===== config.mk =====
export PLATFORM = sky130hd
export DESIGN_NAME = bmu_chain_ctrl
export DESIGN_NICKNAME = d
export VERILOG_FILES = /design/src/rtl/bmu_chain_ctrl.sv
export SDC_FILE = /design/constraint.sdc
export NUM_CORES = 1
export LEC_CHECK = 0
export CORE_MARGIN = 1.5
export CORE_UTILIZATION = 40
export CTS_CLUSTER_SIZE = 14
export DETAILED_ROUTE_END_ITERATION = 12
export PLACE_DENSITY = 0.76
export SLEW_MARGIN = 20
export SYNTH_ARGS = -nofsm -noshare
export SYNTH_HDL_FRONTEND = slang
export SYNTH_SLANG_ARGS = --single-unit

===== constraint.sdc =====
create_clock -name clk -period 3.1 [get_ports clk]
set_input_delay 0.775 -clock clk [delete_from_list [all_inputs] [get_ports clk]]
set_output_delay 0.775 -clock clk [all_outputs]
set_load 0.05 [all_outputs]

===== src/rtl/bmu_chain_ctrl.sv =====
// Sequencer for the three-stage branch-metric chain: packs a symbol stream into triples,
// holds each triple until the chain answers, and pulses refresh on frame end, timeout or flush.
module bmu_chain_ctrl #(
  parameter int FRAME_LEN = 8,
  parameter int TIMEOUT   = 15,
  parameter int PIPE_LAT  = 3,
  parameter int CNT_W     = 4
) (
  input  logic             clk,
  input  logic             rst,
  input  logic [1:0]       sym_in,
  input  logic             sym_valid,
  output logic             sym_ready,
  input  logic             flush,
  input  logic             chain_valid,
  output logic [1:0]       bit_pair_0,
  output logic [1:0]       bit_pair_1,
  output logic [1:0]       bit_pair_2,
  output logic             refresh,
  output logic             win_done,
  output logic [CNT_W-1:0] window_idx,
  output logic             frame_done,
  output logic [CNT_W-1:0] frame_cnt,
  output logic             err_timeout
);

  localparam int WAIT_W = $clog2(TIMEOUT + 1);
  localparam logic [WAIT_W-1:0] WAIT_MIN = WAIT_W'(PIPE_LAT - 1);
  localparam logic [WAIT_W-1:0] WAIT_MAX = WAIT_W'(TIMEOUT);
  localparam logic [CNT_W-1:0]  LAST_WIN = CNT_W'(FRAME_LEN - 1);

  typedef enum logic [1:0] {
    S_IDLE,
    S_LOAD,
    S_WAIT,
    S_DONE
  } state_t;

  state_t            state_q, state_d;
  logic [1:0]        fill_q, fill_d;
  logic [WAIT_W-1:0] wait_cnt_q, wait_cnt_d;
  logic [1:0]        bp0_q, bp0_d;
  logic [1:0]        bp1_q, bp1_d;
  logic [1:0]        bp2_q, bp2_d;
  logic              sym_ready_q, sym_ready_d;
  logic              refresh_q, refresh_d;
  logic              win_done_q, win_done_d;
  logic              frame_done_q, frame_done_d;
  logic [CNT_W-1:0]  window_idx_q, window_idx_d;
  logic [CNT_W-1:0]  frame_cnt_q, frame_cnt_d;
  logic              err_timeout_q, err_timeout_d;
  logic              refresh_req;
  logic              hs;

  assign hs = sym_valid && sym_ready_q;

  always_comb begin
    // NOTE: every _d takes its hold value before the case so no path leaves it unassigned (no latch).
    state_d       = state_q;
    fill_d        = fill_q;
    wait_cnt_d    = wait_cnt_q;
    bp0_d         = bp0_q;
    bp1_d         = bp1_q;
    bp2_d         = bp2_q;
    sym_ready_d   = sym_ready_q;
    refresh_req   = 1'b0;
    win_done_d    = 1'b0;
    frame_done_d  = 1'b0;
    window_idx_d  = window_idx_q;
    frame_cnt_d   = frame_cnt_q;
    err_timeout_d = err_timeout_q;

    case (state_q)
      S_IDLE: begin
        sym_ready_d = 1'b1;
        if (hs) begin
          bp0_d   = sym_in;
          fill_d  = 2'd1;
          state_d = S_LOAD;
        end
      end

      S_LOAD: begin
        sym_ready_d = 1'b1;
        if (hs) begin
          if (fill_q == 2'd1) begin
            bp1_d  = sym_in;
            fill_d = 2'd2;
          end else begin
            bp2_d       = sym_in;
            fill_d      = 2'd0;
            wait_cnt_d  = '0;
            sym_ready_d = 1'b0;
            state_d     = S_WAIT;
          end
        end
      end

      S_WAIT: begin
        sym_ready_d = 1'b0;
        // Early chain_valid belongs to the previous triple still draining out of the pipe.
        if (chain_valid && (wait_cnt_q >= WAIT_MIN)) begin
          state_d = S_DONE;
        end else begin
          wait_cnt_d = wait_cnt_q + 1'b1;
          if (wait_cnt_d == WAIT_MAX) begin
            err_timeout_d = 1'b1;
            refresh_req   = 1'b1;
            window_idx_d  = '0;
            sym_ready_d   = 1'b1;
            state_d       = S_IDLE;
          end
        end
      end

      S_DONE: begin
        win_done_d  = 1'b1;
        sym_ready_d = 1'b1;
        state_d     = S_IDLE;
        if (window_idx_q == LAST_WIN) begin
          refresh_req  = 1'b1;
          frame_done_d = 1'b1;
          window_idx_d = '0;
          frame_cnt_d  = frame_cnt_q + 1'b1;
        end else begin
          window_idx_d = window_idx_q + 1'b1;
        end
      end

      default: state_d = S_IDLE;
    endcase

    // Flush overrides every transition but still lets a completing DONE be reported.
    if (flush) begin
      state_d       = S_IDLE;
      fill_d        = 2'd0;
      wait_cnt_d    = '0;
      bp0_d         = bp0_q;
      bp1_d         = bp1_q;
      bp2_d         = bp2_q;
      sym_ready_d   = 1'b0;
      window_idx_d  = '0;
      err_timeout_d = err_timeout_q;
      refresh_req   = 1'b1;
    end
  end

  // A refresh is never stretched: a request right after a pulse is dropped for one cycle.
  assign refresh_d = refresh_req && !refresh_q;

  // NOTE: sequential state uses non-blocking assignments so every flop samples pre-edge values.
  always_ff @(posedge clk or posedge rst) begin
    if (rst) begin
      state_q       <= S_IDLE;
      fill_q        <= 2'd0;
      wait_cnt_q    <= '0;
      bp0_q         <= 2'b00;
      bp1_q         <= 2'b00;
      bp2_q         <= 2'b00;
      sym_ready_q   <= 1'b0;
      refresh_q     <= 1'b0;
      win_done_q    <= 1'b0;
      frame_done_q  <= 1'b0;
      window_idx_q  <= '0;
      frame_cnt_q   <= '0;
      err_timeout_q <= 1'b0;
    end else begin
      state_q       <= state_d;
      fill_q        <= fill_d;
      wait_cnt_q    <= wait_cnt_d;
      bp0_q         <= bp0_d;
      bp1_q         <= bp1_d;
      bp2_q         <= bp2_d;
      sym_ready_q   <= sym_ready_d;
      refresh_q     <= refresh_d;
      win_done_q    <= win_done_d;
      frame_done_q  <= frame_done_d;
      window_idx_q  <= window_idx_d;
      frame_cnt_q   <= frame_cnt_d;
      err_timeout_q <= err_timeout_d;
    end
  end

  assign sym_ready   = sym_ready_q;
  assign bit_pair_0  = bp0_q;
  assign bit_pair_1  = bp1_q;
  assign bit_pair_2  = bp2_q;
  assign refresh     = refresh_q;
  assign win_done    = win_done_q;
  assign window_idx  = window_idx_q;
  assign frame_done  = frame_done_q;
  assign frame_cnt   = frame_cnt_q;
  assign err_timeout = err_timeout_q;

endmodule

== Word level (Yosys, flattened, before mapping) ==
Index checks and enable logic that the tools add are counted.
Word-level totals
  bits of input ports: 7
  word-level logic and storage cells: 82
  output and inout port bits: 19
  register bits after elaboration: 27
Operators by class
  add/sub/neg operators: 3
  eq/ne operators: 12
  reductions and logical operators: 18
  bitwise gates (word level): 3
  magnitude comparators: 1
  mux-type cells: 32
Operator list (number)
  4-bit 2-to-1 mux: 8
  4-bit AND reduction: 5
  2-bit 2-to-1 mux: 9
  4-bit case mux with 2 select lines: 2
  3-bit != test (second input constant): 5
  4-bit by 1-bit adder with 4-bit output (second input constant): 3
  1-bit 2-to-1 mux: 9
  3-bit AND reduction: 3
  3-bit nonzero test: 3
  2-bit case mux with 4 select lines: 1
  2-bit by 1-bit == test with 1-bit output (second input constant): 2
  2-bit == test (second input constant): 2
  4-bit by 3-bit == test with 1-bit output (second input constant): 1
  4-bit == test (second input constant): 1
  4-bit by 2-bit >= comparator with 1-bit output (second input constant): 1
  4-bit != test (second input constant): 1
  2-bit case mux with 2 select lines: 1
  1-bit logical AND: 3
  1-bit inverter: 3
  1-bit case mux with 3 select lines: 1
  2-bit logical NOT: 1
  1-bit case mux with 2 select lines: 1
  2-bit AND reduction: 1
  2-bit OR reduction: 1
  1-bit logical NOT: 1

== Logic depth before layout (Yosys ltp) ==
  depth after elaboration: 7
  depth in mapped cells: 8
  gate-level depth less buffers: 7

== Least setup slack after synthesis ==
Ideal clock, no wire load.
  path type: register -> register
  start point: register window_idx_q[0], in the netlist window_idx[0]
  end point: register frame_cnt_q[1], in the netlist frame_cnt[1]
  cell stages (with the launch flop): 5
  arrival time: 1.857 ns
  required time: 2.975 ns
  path buffers: 0
  setup slack: 1.118 ns
  period minus slack after synthesis: 1.982 ns
  cell sequence: dfrtp_1 ha_1 nand2_1 nor3b_1 mux2_2
On the way
  longest elaborated chain between the ends: 2
RTL lines
  start: declaration: line 49  | logic [CNT_W-1:0] window_idx_q, window_idx_d;
  start signal: assignment: line 178  | window_idx_q <= window_idx_d;
  4-bit by 3-bit == test with 1-bit output: line 120  | if (window_idx_q == LAST_WIN) begin
  2-bit AND reduction (no line)
  end signal: assignment: line 179  | frame_cnt_q <= frame_cnt_d;
  end: declaration: line 50  | logic [CNT_W-1:0] frame_cnt_q, frame_cnt_d;
Every way passes these cells.
A chain may end at the register's enable or synchronous reset.

== Worst setup path after layout ==
  start point: register window_idx_q[0], in the netlist window_idx[0]
  end point: output port window_idx[0]
RTL lines
  end: declaration: line 21  | output logic [CNT_W-1:0] window_idx,
No word-level cell between the ends.

==> impl.org <==
** Setup path
- Slowest cell on the critical path :: sky130_fd_sc_hd__clkdlybuf4s50_1
- The largest single stage delay on the critical path is 860 ps.
- Highest fanout seen on the critical path :: 5
- The worst setup path is launched from a flop.
- Together, buffers and inverters on the worst path number 1.
- Worst setup path class :: reg -> out
- Traced cell by cell, the critical path runs through clkdlybuf4s50_1.
- The worst setup path is captured at a primary output.
- Data required time of the critical path :: 2320 ps
- Top Family by Delay on Critical Path :: buffers and inverters
- For the worst setup path, the data arrival time is 1630 ps.

** Logic synthesis
- Count of unique library cells instantiated by Yosys :: 39
- #FFs+latches synth :: 27
- Fraction of the yosys area taken by sequential cells :: 0.466
- Post-synth design cell area :: 1450 um2
- Number of nets produced by synthesis :: 157
- Number of instances in the synthesized netlist :: 142
- Most instantiated flip-flop cell in the synthesis netlist :: sky130_fd_sc_hd__dfrtp_1
- During synthesis, Yosys emitted a total of 0 warnings.
- Synth async-reset ratio :: 1.00
- Each instance of the synthesized netlist takes up on average 10.2 um2.
- Number of enable-type register cells in the synthesized netlist :: 0

** GRT
- The number of antenna violations at the first check in global routing was 0.
- In the global route stage, overall resource usage came out at 0.161.
- The first global-routing pass estimated 5090 um of wire.
- Largest net degree at the start of global routing :: 18
- Via count of the first global-routing pass :: 1174
- For this run the aggregate overflow at the end of global routing stands at 0.

** Drt
- After detailed routing, the average wire length per cell comes to 13.8 um.
- The detail route stage leaves a number of antenna-violating nets equal to 0.
- The final route contains 1152 vias.
- For this block, the initial DRC count from the detailed router was 79.
- After detailed routing, the number of vias per cell comes to 5.38.
- The first detailed-routing pass took 4 iterations.
- Wirelength, routed :: 2940 um
- Post-route DRC violation count :: 0

** Timing
- Time the final worst path needs with I/O delays and setup :: 2410 ps
- Slew Viols, Final :: 0
- Final-report setup violation count :: 0
- Final critical-path share of the clock period :: 0.776
- For the final database, setup skew stands at 1.25 ps.
- Hold is met by 455 ps.
- Worst slew margin :: 0.502
- Setup repair after global routing missed its margin :: no
- The final hold violation count is 0.
- Static timing analysis puts the maximum clock frequency at 0.416 GHz.
- Summed negative setup slack over all endpoints :: 0 ps
- For the pin with the worst max-slew slack, the measured transition is 745 ps.

** Cells and area
- Fin nets :: 184
- Diodes inserted :: 0
- Compared with the post-synthesis result, the final layout area differs by 22.8%.
- In the final layout, the share of cells above drive strength 1 is 0.101.
- Leaving out fill and tap cells, the most frequent cell in the layout is sky130_fd_sc_hd__dfrtp_1.
- In the layout the commonest cells are 27 x sky130_fd_sc_hd__dfrtp_1, 25 x sky130_fd_sc_hd__clkdlybuf4s50_1, 11 x sky130_fd_sc_hd__nor2_1, 10 x sky130_fd_sc_hd__a21oi_1, 9 x sky130_fd_sc_hd__mux2_2.

** Power and ir drop
- The completed layout was analyzed and its total power is 1.09 mW.
- Summed over all cells, the static leakage comes to 0.777 nW.
- Total power per unit cell area :: 614 nW/um2
- Maximum vdd drop :: 0.442 mV

** Min path
- Worst min path class :: reg -> reg

** Clock network
- Clock tree from TritonCTS :: yes
- Sink Count :: 27
- Once the clock tree was built, the resizer swapped 0 gates to a different size.
- CTS built an H-tree with a depth of 1.
- CTS clk-pin slew, worst paths :: 140 ps
- In this run the post-CTS setup repair buffer count came out at 0.
- Clk Tree Root Cell :: sky130_fd_sc_hd__clkbuf_4
- CTS Hold Buffers Added :: 0
- TritonCTS created 3 clock buffers.
- In this run the deepest clock path goes through 2 buffers.
- Clock network latency to the later pin of the worst-skew pair :: 320 ps

** Die
- During I/O placement, the number of pins put on the boundary was 26.
- Total Die Area :: 4000 um2
- The total area inside the core boundary comes to 3420 um2.
- Horiz. Die Dim :: 63.2 um
- Effective utilization at floorplan :: 0.425
- Row generation in the floorplan step produced 21 rows.
- Die boundary height :: 63.2 um

** Placement
- Number of I/O port buffers :: 25
- Placed wire-length estimate :: 2190 um
- Placer congestion estimate :: 0.815

** Outcome
- The run finished with clean final reports.

** Flow run
- Maximum Capacitance Violations :: 0
==> sequential cells by signal, indices dropped and copies added (netlist names) <==
signal       flops
refresh          1
bit_pair_0       2
window_idx       4
win_done         1
bit_pair_1       2
frame_done       1
bit_pair_2       2
sym_ready        1
state_q          2
wait_cnt_q       4
fill_q           2
frame_cnt        4
err_timeout      1
==> area by class of cell <==
class | instances | area, um2
Multi-Input combinational cell | 103 | 731
Sequential cell | 27 | 676
Timing Repair Buffer | 27 | 265
Inverter | 7 | 26.3
Fill cell | 326 | 1630
Tap cell | 46 | 57.6
Clock buffer | 4 | 26.3
==> per-layer routing <==
| metal | vias to the layer above | global-route usage | share of wire |
|---|---|---|---|
| met3 | 6 | 0.0304 | 0.050 |
| met5 | - | 0 | 0 |
| met2 | 31 | 0.263 | 0.45 |
| met4 | 0 | 0.101 | 0.025 |
| met1 | 558 | 0.194 | 0.47 |
| li1 | 557 | - | - |
==> Yosys cell counts (3+ instances only) <==
master | count | area, um2
sky130_fd_sc_hd__dfrtp_1 | 27 | 676
sky130_fd_sc_hd__nor2_1 | 11 | 41.3
sky130_fd_sc_hd__a21oi_1 | 10 | 50.1
sky130_fd_sc_hd__mux2_2 | 9 | 101
sky130_fd_sc_hd__ha_1 | 8 | 100
sky130_fd_sc_hd__inv_1 | 7 | 26.3
sky130_fd_sc_hd__nand2_1 | 7 | 26.3
sky130_fd_sc_hd__o21ai_0 | 7 | 35.0
sky130_fd_sc_hd__nand3_1 | 5 | 25.0
sky130_fd_sc_hd__nor2b_1 | 5 | 31.3
sky130_fd_sc_hd__clkbuf_1 | 4 | 15.0
sky130_fd_sc_hd__nand4_1 | 4 | 25.0
sky130_fd_sc_hd__and2_1 | 3 | 18.8
sky130_fd_sc_hd__nor3_1 | 3 | 15.0
sky130_fd_sc_hd__nor3b_1 | 3 | 22.5
==> cell families after synthesis <==
kind of cell | synth area share
simple gates | 0.183
compound gates | 0.144
flops | 0.466
buf+inv | 0.0310
mux | 0.0836
fa+ha+maj | 0.0690
xor+xnor | 0.0241
==> per-stage QoR <==
step | instance area [um2] | util | setup WS (ps) | std cells
2_1_floorplan | 1450 | - | 1120 | 142
4_1_cts | 1780 | 0.522 | 696 | 214
5_1_grt | 1780 | 0.522 | 638 | 214
6_report | 1780 | 0.522 | 694 | 214
3_3_place_gp | 1760 | 0.514 | 626 | 210
3_5_place_dp | 1760 | 0.514 | 564 | 210
==> final timing paths <==
| path | cells past startpoint | end | startpoint | slack, ps |
|---|---|---|---|---|
| min reg2reg | 1 | refresh | refresh | 460 |
| min in group asynchronous | 2 | frame_done | rst | 710 |
| max in group asynchronous | 3 | wait_cnt_q[3] | rst | 1820 |
| max reg2reg | 7 | wait_cnt_q[3] | wait_cnt_q[0] | 840 |
| min | 1 | refresh | refresh | 460 |
| max | 1 | window_idx[0] | window_idx[0] | 690 |
==> power breakdown <==
part / internal, mW / total, mW / switching [mW]
sequential: 0.405 / 0.442 / 0.0367
clock: 0.0505 / 0.151 / 0.101
combinational: 0.186 / 0.501 / 0.315
total: 0.642 / 1.09 / 0.453
No activity file was read; power rests on OpenSTA's default activity.
